[src/rtl/mac_vec.sv]
// rtl/mac_vec.sv - pipelined LANES-wide multiply-accumulate dot-product engine
// Purpose: sums cfg_len beats of LANES parallel a*b products into one ACCW-bit
//          result and flags any accumulate step that leaves the ACCW range.
// Ports:
//   clk, rst_n                            clock, asynchronous active-low reset
//   cfg_en, cfg_signed, cfg_len           config strobe, operand mode, beats per result (0 = 2^CNTW)
//   in_valid, in_ready, in_a, in_b        operand beat handshake, lane i at [i*DW +: DW]
//   out_valid, out_ready, out_data, out_ovf  result handshake; data/ovf read 0 while out_valid=0
// Macro: MAC_VEC_SAT_EN - when defined, an overflowing step clamps and locks the accumulator;
//        otherwise the accumulator wraps modulo 2^ACCW.
module mac_vec #(
   parameter int DW    = 8,
   parameter int LANES = 4,
   parameter int ACCW  = 24,
   parameter int CNTW  = 8
) (
   input  logic                  clk,
   input  logic                  rst_n,
   input  logic                  cfg_en,
   input  logic                  cfg_signed,
   input  logic [CNTW-1:0]       cfg_len,
   input  logic                  in_valid,
   output logic                  in_ready,
   input  logic [LANES*DW-1:0]   in_a,
   input  logic [LANES*DW-1:0]   in_b,
   output logic                  out_valid,
   input  logic                  out_ready,
   output logic [ACCW-1:0]       out_data,
   output logic                  out_ovf
);

   // Product width holds both the unsigned and the signed extremes of DW x DW.
   localparam int PW = 2*DW + 1;
   localparam int SW = PW + $clog2(LANES + 1);
   localparam int WW = ACCW + SW + 1;

   localparam logic signed [WW-1:0] SMAX = {{(WW-ACCW+1){1'b0}}, {(ACCW-1){1'b1}}};
   localparam logic signed [WW-1:0] SMIN = {{(WW-ACCW+1){1'b1}}, {(ACCW-1){1'b0}}};
   localparam logic signed [WW-1:0] UMAX = {{(WW-ACCW){1'b0}}, {ACCW{1'b1}}};

   typedef enum logic [1:0] {
      IDLE  = 2'd0,
      RUN   = 2'd1,
      DRAIN = 2'd2,
      OUT   = 2'd3
   } state_t;

   state_t               state_q, state_d;
   logic                 cfg_signed_q, cfg_signed_d;
   logic [CNTW-1:0]      cfg_len_q, cfg_len_d;
   logic [CNTW:0]        cnt_q, cnt_d;
   logic [1:0]           drain_q, drain_d;
   logic                 p1_valid_q, p1_valid_d;
   logic signed [PW-1:0] prod_q [LANES];
   logic signed [PW-1:0] prod_d [LANES];
   logic [ACCW-1:0]      acc_q, acc_d;
   logic                 ovf_q, ovf_d;
`ifdef MAC_VEC_SAT_EN
   logic                 sat_q, sat_d;
`endif

   logic                 pipe_idle;
   logic                 cfg_load;
   logic                 take;
   logic                 last_beat;
   logic                 out_fire;
   logic [CNTW:0]        len_full;
   logic [CNTW:0]        cnt_inc;
   logic [DW-1:0]        a_l, b_l;
   logic signed [PW-1:0] ax, bx;
   logic signed [SW-1:0] sum_s;
   logic signed [WW-1:0] acc_x, sum_x, tot;
   logic                 step_ovf;

   // ---------------- FSM: state register ----------------
   always_ff @(posedge clk or negedge rst_n) begin
      if (!rst_n) begin
         state_q <= IDLE;
      end else begin
         state_q <= state_d;
      end
   end

   // ---------------- FSM: next state ----------------
   always_comb begin
      state_d = state_q;
      case (state_q)
         IDLE:    if (cfg_en) state_d = RUN;
         RUN:     if (last_beat) state_d = DRAIN;
         // drain_q paces the result so out_valid rises on the third edge after the last beat
         DRAIN:   if (drain_q == 2'd2) state_d = OUT;
         OUT:     if (out_ready) state_d = RUN;
         default: state_d = IDLE;
      endcase
   end

   // ---------------- FSM: outputs ----------------
   always_comb begin
      in_ready  = 1'b0;
      out_valid = 1'b0;
      out_data  = {ACCW{1'b0}};
      out_ovf   = 1'b0;
      case (state_q)
         // A reconfiguration cycle refuses data so the new mode applies from beat one.
         RUN: in_ready = !(cfg_en && pipe_idle);
         OUT: begin
            out_valid = 1'b1;
            out_data  = acc_q;
            out_ovf   = ovf_q;
         end
         default: ;
      endcase
   end

   // ---------------- control helpers ----------------
   always_comb begin
      pipe_idle = (cnt_q == {(CNTW+1){1'b0}}) && !p1_valid_q;
      cfg_load  = cfg_en && ((state_q == IDLE) || ((state_q == RUN) && pipe_idle));
      take      = in_valid && in_ready;
      len_full  = (cfg_len_q == {CNTW{1'b0}}) ? {1'b1, {CNTW{1'b0}}} : {1'b0, cfg_len_q};
      cnt_inc   = cnt_q + {{CNTW{1'b0}}, 1'b1};
      last_beat = take && (cnt_inc == len_full);
      out_fire  = (state_q == OUT) && out_ready;
   end

   // ---------------- datapath next state ----------------
   always_comb begin
      cfg_signed_d = cfg_signed_q;
      cfg_len_d    = cfg_len_q;
      cnt_d        = cnt_q;
      drain_d      = 2'd0;
      p1_valid_d   = take;
      acc_d        = acc_q;
      ovf_d        = ovf_q;
`ifdef MAC_VEC_SAT_EN
      sat_d        = sat_q;
`endif
      a_l   = {DW{1'b0}};
      b_l   = {DW{1'b0}};
      ax    = {PW{1'b0}};
      bx    = {PW{1'b0}};
      sum_s = {SW{1'b0}};

      if (cfg_load) begin
         cfg_signed_d = cfg_signed;
         cfg_len_d    = cfg_len;
      end
      if (take) begin
         cnt_d = cnt_inc;
      end
      if (state_q == DRAIN) begin
         drain_d = drain_q + 2'd1;
      end

      // Stage 1: per-lane products, extended according to the latched operand mode.
      for (int i = 0; i < LANES; i++) begin
         a_l       = in_a[i*DW +: DW];
         b_l       = in_b[i*DW +: DW];
         ax        = {{(PW-DW){cfg_signed_q & a_l[DW-1]}}, a_l};
         bx        = {{(PW-DW){cfg_signed_q & b_l[DW-1]}}, b_l};
         prod_d[i] = ax * bx;
      end

      // Stage 2: lane sum plus accumulator, evaluated wide enough to see any overflow.
      for (int i = 0; i < LANES; i++) begin
         sum_s = sum_s + {{(SW-PW){prod_q[i][PW-1]}}, prod_q[i]};
      end
      acc_x    = {{(WW-ACCW){cfg_signed_q & acc_q[ACCW-1]}}, acc_q};
      sum_x    = {{(WW-SW){sum_s[SW-1]}}, sum_s};
      tot      = acc_x + sum_x;
      step_ovf = cfg_signed_q ? ((tot > SMAX) || (tot < SMIN))
                              : ((tot > UMAX) || tot[WW-1]);

      if (p1_valid_q) begin
         ovf_d = ovf_q | step_ovf;
`ifdef MAC_VEC_SAT_EN
         // Once clamped the accumulator is frozen until the result is consumed.
         if (!sat_q) begin
            if (step_ovf) begin
               sat_d = 1'b1;
               if (cfg_signed_q) begin
                  acc_d = tot[WW-1] ? SMIN[ACCW-1:0] : SMAX[ACCW-1:0];
               end else begin
                  acc_d = tot[WW-1] ? {ACCW{1'b0}} : UMAX[ACCW-1:0];
               end
            end else begin
               acc_d = tot[ACCW-1:0];
            end
         end
`else
         acc_d = tot[ACCW-1:0];
`endif
      end

      if (out_fire) begin
         acc_d = {ACCW{1'b0}};
         cnt_d = {(CNTW+1){1'b0}};
         ovf_d = 1'b0;
`ifdef MAC_VEC_SAT_EN
         sat_d = 1'b0;
`endif
      end
   end

   // ---------------- datapath registers ----------------
   always_ff @(posedge clk or negedge rst_n) begin
      if (!rst_n) begin
         cfg_signed_q <= 1'b0;
         cfg_len_q    <= {CNTW{1'b0}};
         cnt_q        <= {(CNTW+1){1'b0}};
         drain_q      <= 2'd0;
         p1_valid_q   <= 1'b0;
         for (int i = 0; i < LANES; i++) begin
            prod_q[i] <= {PW{1'b0}};
         end
         acc_q        <= {ACCW{1'b0}};
         ovf_q        <= 1'b0;
`ifdef MAC_VEC_SAT_EN
         sat_q        <= 1'b0;
`endif
      end else begin
         cfg_signed_q <= cfg_signed_d;
         cfg_len_q    <= cfg_len_d;
         cnt_q        <= cnt_d;
         drain_q      <= drain_d;
         p1_valid_q   <= p1_valid_d;
         for (int i = 0; i < LANES; i++) begin
            prod_q[i] <= prod_d[i];
         end
         acc_q        <= acc_d;
         ovf_q        <= ovf_d;
`ifdef MAC_VEC_SAT_EN
         sat_q        <= sat_d;
`endif
      end
   end

endmodule

[config.mk]
export PLATFORM = sky130hd
export DESIGN_NAME = mac_vec
export DESIGN_NICKNAME = d
export VERILOG_FILES = /design/src/rtl/mac_vec.sv
export SDC_FILE = /design/constraint.sdc
export NUM_CORES = 1
export LEC_CHECK = 0
export ABC_AREA = 1
export CAP_MARGIN = 25
export CELL_PAD_IN_SITES_DETAIL_PLACEMENT = 1
export CELL_PAD_IN_SITES_GLOBAL_PLACEMENT = 1
export CORE_MARGIN = 3
export CORE_UTILIZATION = 43
export CTS_BUF_LIST = sky130_fd_sc_hd__clkbuf_4 sky130_fd_sc_hd__clkbuf_8 sky130_fd_sc_hd__clkbuf_16
export CTS_CLUSTER_DIAMETER = 40
export DETAILED_ROUTE_END_ITERATION = 8
export GPL_ROUTABILITY_DRIVEN = 0
export GPL_TIMING_DRIVEN = 0
export PLACE_DENSITY = 0.79
export SETUP_SLACK_MARGIN = 0.05
export SYNTH_ARGS = -nofsm -noshare
export SYNTH_HDL_FRONTEND = slang
export SYNTH_SLANG_ARGS = --single-unit
[constraint.sdc]
create_clock -name clk -period 5 [get_ports clk]
set_clock_uncertainty 0.2 [all_clocks]
set_input_delay 0.75 -clock clk [delete_from_list [all_inputs] [get_ports clk]]
set_output_delay 0.75 -clock clk [all_outputs]
set_load 0.03 [all_outputs]
==> impl_metrics.ini, run 1 <==
[clock_tree]
clockRootBuffer = clkbuf_16
cts_made_buffers = 17
clockBufferDepth = 2
cts_sinks = 116
insertion_delay_ns = 0.43
clk_pin_slew_ns = 0.07
cts_tree = yes
cts_max_level = 4

[drt]
routed_wl_um = 55080
via_per_inst = 4.953
ant_nets = 0
dr.first_iter.drc_count = 682
remaining_drc_errors = 0
vias = 15090
wl_per_cell_um = 18.08
dr.pass1.iters = 5

[timing]
rsz0062_at_grt = true
worst_slew_pin_slew_ns = 0.6948
fin_crit_sh = 1.047
slew_headroom = 0.5337
setup_ws_ns = -0.2343
drv_slew = 0
clock.fmax_mhz = 191.0
setup_viol_count_final = 14
hold_violations = 0
min_period_ns = 5.234

[final_layout]
areaGrowthSynthToFinish_pct = 18.30
drive_gt1_frac = 0.1403
nNetsFinal = 3025
stdcell_count = 3047

[status]
violations = negative setup slack
status = finished with violations

[yosys]
synthTopCellsByCount = inv_1 (671), nand2_1 (521), fa_1 (327)
synth-seq-area-share = 0.1529
synth_edf_count = 0
synth_top_area_frac = 0.3447
synth_top_cell_by_area = fa_1
syn_inst = 2328
ys.warnings.count = 0
synth-seq-cells = 116
async_flop_share = 1.000
synth_nets = 2907
yosys_most_used_dff = dfrtp_1
syn_avg_cell_area_um2 = 8.158
yosysUniqueCellTypes = 42
yosys.cell_count.top_type = inv_1
synth_area_leaders = fa_1 (34%), dfrtp_1 (15%), inv_1 (13%)
netlist_area_um2 = 18990

[worst_setup_path]
crit_start = cfg_signed_q
crit_arrival_ns = 5.34
timing.rr.start = cfg_signed_q
worstPathRequired_ns = 5.11
crit_type = reg2reg
endpoint_kind = register
critPathLaunchType = register
worstPathMaxFanout = 5

[global_routing]
antenna_found_initial = 2
grt_pass1_vias = 17310
grt_max_degree = 62
grt_pass1_wl_um = 88290
grt_overflow = 0
track_usage = 0.2355

[floorplan]
initial_core_util = 0.4380
ioPinCount = 105
fp.dieW_um = 216.2
die_area_um2 = 46720
rows = 76
core-area_um2 = 43360
die_h_um = 216.2

[place]
dp_hpwl_um = 42750
io_buffers = 43
place_inst = 2957

[flow_run]
drv_cap = 0

[min_path]
hp-class = in2async
[cell families (layout without fill, tap and decap cells)]
logic type,after synthesis,in the layout,share of synthesized area
and+or+nand+nor,702,702,0.1503
other,0,3,0
buffers and inverters,757,888,0.1507
xor gates and xnor gates,82,82,0.03821
AOI/OAI and AO/OA,170,170,0.04862
adders and majority gates,501,501,0.4593
DFF,116,116,0.1529
[state kept, by name, summed over array words and instances, names as in the netlist]
| register | count |
|---|---|
| drain_q | 2 |
| prod_q | 68 |
| cfg_signed_q | 1 |
| cnt_q | 9 |
| p1_valid_q | 1 |
| state_q | 2 |
| ovf_q | 1 |
| acc_q | 24 |
| cfg_len_q | 8 |
[critical path, cell delays in order, from the launching register on]
cell and delay, ns:
dfrtp_1 0.38, buf_12 0.17, buf_4 0.16, nand2_8 0.05
or2_4 0.23, fa_1 0.49, fa_1 0.57, inv_2 0.06
fa_1 0.52, fa_1 0.45, fa_2 0.57, ha_4 0.22
a21oi_4 0.16, o21ai_2 0.07, a21oi_2 0.19, o21ai_2 0.09
a21oi_1 0.15, o21ai_1 0.09, xor2_1 0.26
[layout by cell type (no fill, tap or decap), drive strengths merged, types with 52 or more instances in the layout]
cell    instances
inv           687
nand2         526
fa            327
ha            174
dfrtp         116
nor2           87
clkbuf         81
a21oi          78
buf            69
o21ai          61
xor2           52
[cell type report]
type	count	area, um^2
fillers	5205	20900
multi-input cells	1455	14210
flip-flops and latches	116	2903
inverters	681	2575
repair buffers	100	950.9
well taps	585	732.0
plain buffers	75	495.5
clock buffers	17	425.4
clock inverters	15	170.2
diodes	3	7.507
[what timing repair did]
item                                    in CTS  in global routing
endpoints found under the setup margin      32                 28
pin swaps                                   62                 67
setup buffers                               39                 18
resized for setup                          113                 95
hold buffers                                 0                  0
cloned                                       1                  0
[through the flow]
stage	hold slack (ns)	cell area, um^2	setup WS (ns)	setup TNS [ns]	utilization
after detailed placement	0.2470	20530	-1.096	-21.88	0.4734
after CTS	0.09253	21980	-0.1878	-0.8103	0.5069
after global routing	0.1089	22460	-0.3707	-4.412	0.5181
after floorplan	0.2027	19340	-0.1291	-0.3595	-
final	0.07532	22470	-0.2343	-1.524	0.5181
after global placement	0.2131	20500	-1.615	-204.00	0.4727
[worst paths after layout]
path                              endpoint  slack (ns)  depth (start not counted)
worst max register to register  prod_q[15]       -0.23                         18
max in group asynchronous       prod_q[41]        3.80                          2
worst min register to register  drain_q[0]        0.25                          1
min in group clk                drain_q[0]        0.25                          1
worst min-delay path             acc_q[21]        0.08                          1
worst max-delay path            prod_q[15]       -0.23                         18
[metal layers]
metal  vias up  routed length [um]  track usage
li1       6952                   -            -
met1      7728               21800       0.2864
met2       306               29870       0.4434
met3       105                1684      0.02187
met4         0                1720      0.06807
met5         -                   0            0
Power of run 1 is left out: the tool's default activity adds up to more than one toggle a clock period on the data nets, which glitch-free logic cannot reach.
==> run 2: changes to the inputs <==
--- a/config.mk
+++ b/config.mk
@@ -15,9 +15,10 @@
 export CTS_CLUSTER_DIAMETER = 40
 export DETAILED_ROUTE_END_ITERATION = 8
 export GPL_ROUTABILITY_DRIVEN = 0
-export GPL_TIMING_DRIVEN = 0
 export PLACE_DENSITY = 0.79
+export REMOVE_ABC_BUFFERS = 1
 export SETUP_SLACK_MARGIN = 0.05
+export SKIP_CTS_REPAIR_TIMING = 1
 export SYNTH_ARGS = -nofsm -noshare
 export SYNTH_HDL_FRONTEND = slang
 export SYNTH_SLANG_ARGS = --single-unit
==> impl_metrics.ini, run 2 (synthesis results as in run 1) <==
[status]
status = finished with violations
violations = negative setup slack

[clock_tree]
insertion_delay_ns = 0.44
clk_pin_slew_ns = 0.07
cts_sinks = 116
cts_max_level = 4
clockRootBuffer = clkbuf_16
cts_made_buffers = 17
clockBufferDepth = 2
cts_tree = yes

[timing]
fin_tns_setup_ns = -6.034
rsz0062_at_grt = true
worst_slew_pin_slew_ns = 0.7741
setup_viol_count_final = 26
min_period_ns = 5.484
setup_ws_ns = -0.4836
clock.fmax_mhz = 182.4
fin_crit_sh = 1.097
drv_slew = 0
hold_violations = 0
slew_headroom = 0.4805

[place]
io_buffers = 104
dpl_cell_area_um2 = 22320
dp_hpwl_um = 48730

[floorplan]
fp.dieW_um = 216.2
core-area_um2 = 43360
initial_core_util = 0.4380
ioPinCount = 105
die_h_um = 216.2
die_area_um2 = 46720
rows = 76

[global_routing]
grt_pass1_wl_um = 94320
grt.met1_usage = 0.2951
gr-usage-met3 = 0.02314
top_usage_layer = met2
grt_pass1_vias = 18490
use_met2 = 0.4823
track_usage = 0.2535
grt_max_degree = 51
antenna_found_initial = 1
grt_overflow = 0

[flow_run]
drv_cap = 0

[drt]
dr.pass1.iters = 5
via_per_inst = 5.325
ant_nets = 0
remaining_drc_errors = 0
vias = 17320
wl_per_cell_um = 23.53
routed_wl_um = 76510
dr.first_iter.drc_count = 1164

[final_layout]
top_register = prod_q
fin_area_um2 = 24670
reg_top3 = prod_q: 68 flops, acc_q: 24 flops, cnt_q: 9 flops
largest_reg_flops = 68
final_cell_mix = inv_1 (652), nand2_1 (490), fa_1 (307)
nNetsFinal = 3232
final_common_cell = inv_1
areaGrowthSynthToFinish_pct = 29.91
drive_gt1_frac = 0.2164

[worst_setup_path]
crit_top_cell = fa_1
worstPathRequired_ns = 5.13
crit_chain = buf_6 -> nand2_4 -> or2_4 -> fa_1 -> fa_1 -> inv_2 -> fa_1 -> fa_1 -> inv_2 -> fa_1 -> inv_1 -> ha_2 -> nand2_1 -> o21ai_2 -> a21oi_2 -> nor2_1 -> o21ai_1 -> nand2_1 -> xor2_1
path_buf_inv = 4
r2r_slack_ns = -0.48
cpMaxStageDelayCell = fa_1
crit_type = reg2reg
endpoint_kind = register
timing.rr.end = prod_q[30]
slowest_delay_ns = 0.60
critPathLaunchType = register
crit_arrival_ns = 5.62
worstPathMaxFanout = 4
timing.rr.start = cfg_signed_q
critPathTopFamily = adder cells
reg2reg_depth = 19

[min_path]
hp-class = in2async
[run 2: changes by cell type in the layout (fill, tap and decap cells not counted), moves of 19 or more]
cell             delta
clkbuf_1           -30
dlymetal6s2s_1     +44
clkbuf_2           -25
clkdlybuf4s50_1    +20
buf_6              +19
buf_4             +197
[run 2: through the flow]
step | cells | utilization | hold WS, ns | setup slack, ns
6_report | 3252 | 0.5689 | 0.1744 | -0.4836
5_1_grt | 3252 | 0.5689 | 0.2086 | -0.6202
3_3_place_gp | 3187 | 0.5146 | 0.2131 | -0.7930
3_5_place_dp | 3187 | 0.5146 | 0.2388 | -1.015
2_1_floorplan | 2252 | - | 0.2027 | -0.2661
4_1_cts | 3219 | 0.5282 | 0.1967 | -0.5975
[run 2: worst max-delay path by stage]
stage / slack [ns] / from / end / depth (start not counted)
detailed placement: -1.02 / in_b[7] / prod_q[64] / 18
global route: -0.62 / cfg_signed_q / prod_q[30] / 19
finish: -0.48 / cfg_signed_q / prod_q[30] / 19
CTS: -0.60 / cfg_signed_q / prod_q[67] / 21
global placement: -0.79 / in_b[7] / prod_q[67] / 18
floorplan: -0.27 / in_b[7] / prod_q[64] / 17
[run 2: layer usage]
metal / wire length (um) / part of all wire
met3: 3514 / 0.046
met2: 39700 / 0.52
met5: 0 / 0
met1: 27340 / 0.36
met4: 5952 / 0.078
[run 2: area by class of cell]
cell class | count | area [um^2]
Fill cell | 5124 | 18690
Sequential cell | 116 | 2904
Tap cell | 585 | 732.0
Inverter | 681 | 2561
Multi-Input combinational cell | 1455 | 14470
Antenna cell | 1 | 2.502
Timing Repair Buffer | 382 | 3418
Clock buffer | 20 | 454.2
Clock inverter | 12 | 132.6
Power of run 2 is left out for the same reason.
==> edit 1, RTL diff (flow settings as in run 1) <==
Encoding of `state_t`: now one-hot (4 bits for 4 states).
--- a/src/rtl/mac_vec.sv
+++ b/src/rtl/mac_vec.sv
@@ -40,7 +40,7 @@
 
-   typedef enum logic [1:0] {
-      IDLE  = 2'd0,
-      RUN   = 2'd1,
-      DRAIN = 2'd2,
-      OUT   = 2'd3
+   typedef enum logic [3:0] {
+      IDLE  = 4'b0001,
+      RUN   = 4'b0010,
+      DRAIN = 4'b0100,
+      OUT   = 4'b1000
    } state_t;
Function: same outputs for any inputs over 4 cycles, from zero or initial values and one cycle with rst_n low; so few cycles prove little.
==> edit 1 against run 1 <==
  * The flow still finishes with violations (setup timing)
  * Final area is 2.1% higher
  * Global-route usage is 0.38 points higher
  * Critical path depth is 2 higher
  * Setup slack worse by 0.21 ns
  * Sequential cell count is 2 higher
  * Synthesized area hardly changed
  * Die area hardly changed
  * Count of clock-buffer cells in the layout is 3 higher
  * Wire length is 14% higher
  * Highest routed layer unchanged
Power is left out: the tool's default activity adds up to more than one toggle a clock period on the data nets, which glitch-free logic cannot reach.
==> edit 1: results <==
[timing]
setup_slack_ns = -0.4459
setup_tns_ns = -2.950
setup_violations = 16
slew_headroom_pct = 56.84

[synthesis]
synth_common_cells = "inv_1, nand2_1, fa_1, ha_1, dfrtp_1"
synth_cell_types = 44
synth_seq_area_share_pct = 15.55
netlist_instances = 2288

[routing]
wl_met3_um = 2095
drt_wl_total_um = 62770
wl_met2_um = 34000
wl_met1_um = 24170
vias = 15660

[grt]
grt_pass1_wl_um = 89450
grt_pass1_vias = 17650
gr-usage-all-layers_pct = 23.94
antenna_found_initial = 0
met1_usage_pct = 28.32
use_met3_pct = 2.285

[worst_setup_path]
cp_max_fo = 9
critical_path_arrival_ns = 5.58

[cells_and_area]
area_growth_pct = 20.79
clk_share_pct = 2.557
antennaDiodeCount = 0
drive_above_1_share_pct = 17.53
area_share_nonclk_buffers_pct = 7.333
inv_count = 646
clkbuf_count = 20
multi_input_area_um2 = 14560
buffers = 204
seq_area_share_pct = 12.88
seq_cell_count = 118

[outcome]
violations = "setup timing"
status = "complete, but fails checks"

[place]
post-place-ws_ns = -1.409
[edit 1: path summary, 6_finish.rpt]
check | start | end | slack, ns | cells after the start
min | rst_n | cnt_q[5] | 0.11 | 1
min reg2reg | drain_q[0] | drain_q[0] | 0.24 | 1
max in group asynchronous | rst_n | prod_q[45] | 3.76 | 2
max | cfg_signed_q | prod_q[32] | -0.45 | 20
max reg2reg | cfg_signed_q | prod_q[32] | -0.45 | 20
min in group clk | drain_q[0] | drain_q[0] | 0.24 | 1
[edit 1: cells by family (layout without fill, tap and decap cells)]
kind of cell | Yosys count | after routing | synth area share (%)
compound gates | 157 | 157 | 4.709
xor+xnor | 91 | 91 | 4.195
fa+ha+maj | 496 | 496 | 45.58
buf+inv | 722 | 881 | 14.51
flops | 118 | 118 | 15.55
simple gates | 704 | 704 | 15.46
[edit 1: repair_timing]
action,in CTS,in global routing
setup buffers,52,44
gates resized for setup,122,155
hold buffers,0,0
pin swaps,61,104
setup endpoints to repair,33,25
==> edit 2, RTL diff (flow settings as in run 1) <==
Made on the original files. Build with the macro `MAC_VEC_SAT_EN` defined.
--- a/src/rtl/mac_vec.sv
+++ b/src/rtl/mac_vec.sv
@@ -10,2 +10,4 @@
 //        otherwise the accumulator wraps modulo 2^ACCW.
+`define MAC_VEC_SAT_EN
+
 module mac_vec #(
Function: same outputs for any inputs over 4 cycles, from zero or initial values and one cycle with rst_n low; that may be too few to reach the edited logic, so the function may still have changed.
==> edit 2 against run 1 <==
  * The flow still finishes with violations (setup timing)
  * Wire length rose by 15%
  * Final cell count rose by 3.5%
  * Count of clock-buffer cells in the layout grew 2
  * Final area increased by 3.2%
  * Sequential cell count rose by 1
  * Non-clock buffer count grew 34
  * Synthesized area grew 2.1%
  * Setup slack lost 0.086 ns
  * Highest routed layer unchanged
Power is left out: the tool's default activity adds up to more than one toggle a clock period on the data nets, which glitch-free logic cannot reach.
==> edit 2: results <==
[cells_and_area]
finalNetCount = 3127
drive_above_1_share_pct = 15.70
n_fill_cell = 5232

[hold_path]
min_from = "drain_q[0]"
min_to = "drain_q[0]"
min_path_type = "register to register"

[grt]
grt_pass1_vias = 18070
grt_max_degree = 100
antenna_found_initial = 2
grt_pass1_wl_um = 91890
gr-usage-all-layers_pct = 24.27

[routing]
wl_met1_um = 23940
wl_met3_um = 2071
drt_iter0_markers = 834
vias = 16120
wl_per_cell_um = 20.10
wl_met2_um = 34370

[synthesis]
synthTopCellsByArea = "fa_1, dfrtp_1, inv_1"
ys.flop_type = "dfrtp_1"
muxShareOfSynthArea_pct = 0.1742
synth_seq_area_share_pct = 15.10
synth_common_cells = "inv_1, nand2_1, fa_1, ha_1, dfrtp_1"
synth_cell_types = 38
synth-xor-area-share_pct = 4.291
synth_fa_ha_area_share_pct = 44.98
syn-num-nets = 2980
synth_compound_area_share_pct = 3.658

[timing]
setup_slack_ns = -0.3207
setup_tns_ns = -3.281
setup_violations = 22
slew_headroom_pct = 45.50

[clock_tree]
cts-root-buf = "clkbuf_16"
postCtsSetupBuffers = 58
cts_hold_buf = 1
cts_buffers = 17
clkTransAtPathRegs_ns = 0.06
cts-resized-gates = 121

[worst_setup_path]
regToRegEndpoint = "prod_q[32]"
critical_path_arrival_ns = 5.43
crit_start = "cfg_signed_q"
reg2regPathDepth = 21
cp_max_fo = 7

[outcome]
violations = "setup timing"
status = "complete, but fails checks"

[place]
hpwl_um = 43780
io_buffers = 43
post-place-ws_ns = -1.275
## edit 2: changes by cell type after synthesis, moves of 7 or more
cell / before / now
o21ai_0: 43 / 26
nand3_1: 38 / 62
buf_2: 10 / 2
nand2_1: 521 / 578
o21ai_1: 18 / 1
o22ai_1: 13 / 6
xnor2_1: 30 / 44
## edit 2: layout make-up
type / count / area (um^2) / share of cell area (%)
clock buffers: 19 / 446.7 / 1.926
multi-input cells: 1525 / 14700 / 63.38
inverters: 678 / 2572 / 11.09
diodes: 2 / 5.005 / 0.02158
flip-flops and latches: 117 / 2928 / 12.62
clock inverters: 12 / 83.83 / 0.3615
well taps: 592 / 740.7 / 3.194
plain buffers: 79 / 506.7 / 2.185
repair buffers: 130 / 1210 / 5.217
## edit 2: worst max-delay path: stages (launching register included)
cell and delay [ns]:
dfrtp_1 0.38, buf_12 0.14, buf_12 0.13, buf_8 0.12, nand2_8 0.06, or2_4 0.23, fa_1 0.47, fa_1 0.52
inv_2 0.05, fa_1 0.51, fa_1 0.54, inv_2 0.04, fa_1 0.51, inv_2 0.05, ha_4 0.25, a21oi_4 0.20
o21ai_2 0.07, a21oi_2 0.19, o21ai_2 0.10, a21oi_2 0.13, o21bai_1 0.10, xor2_1 0.18
## edit 2: through the flow
step | instances | area [um^2] | hold WS, ns
floorplan | 2401 | 19700 | 0.2027
global placement | 3036 | 20870 | 0.2133
detailed placement | 3037 | 20900 | 0.2339
CTS | 3122 | 22370 | 0.2413
global route | 3154 | 23190 | 0.2710
finish | 3154 | 23190 | 0.2472
## edit 2: per-layer routing
| metal | up-vias | global-route usage (%) |
|---|---|---|
| li1 | 7209 | - |
| met1 | 8288 | 29.23 |
| met2 | 447 | 45.43 |
| met3 | 174 | 2.100 |
| met4 | 0 | 8.132 |
| met5 | - | 0 |
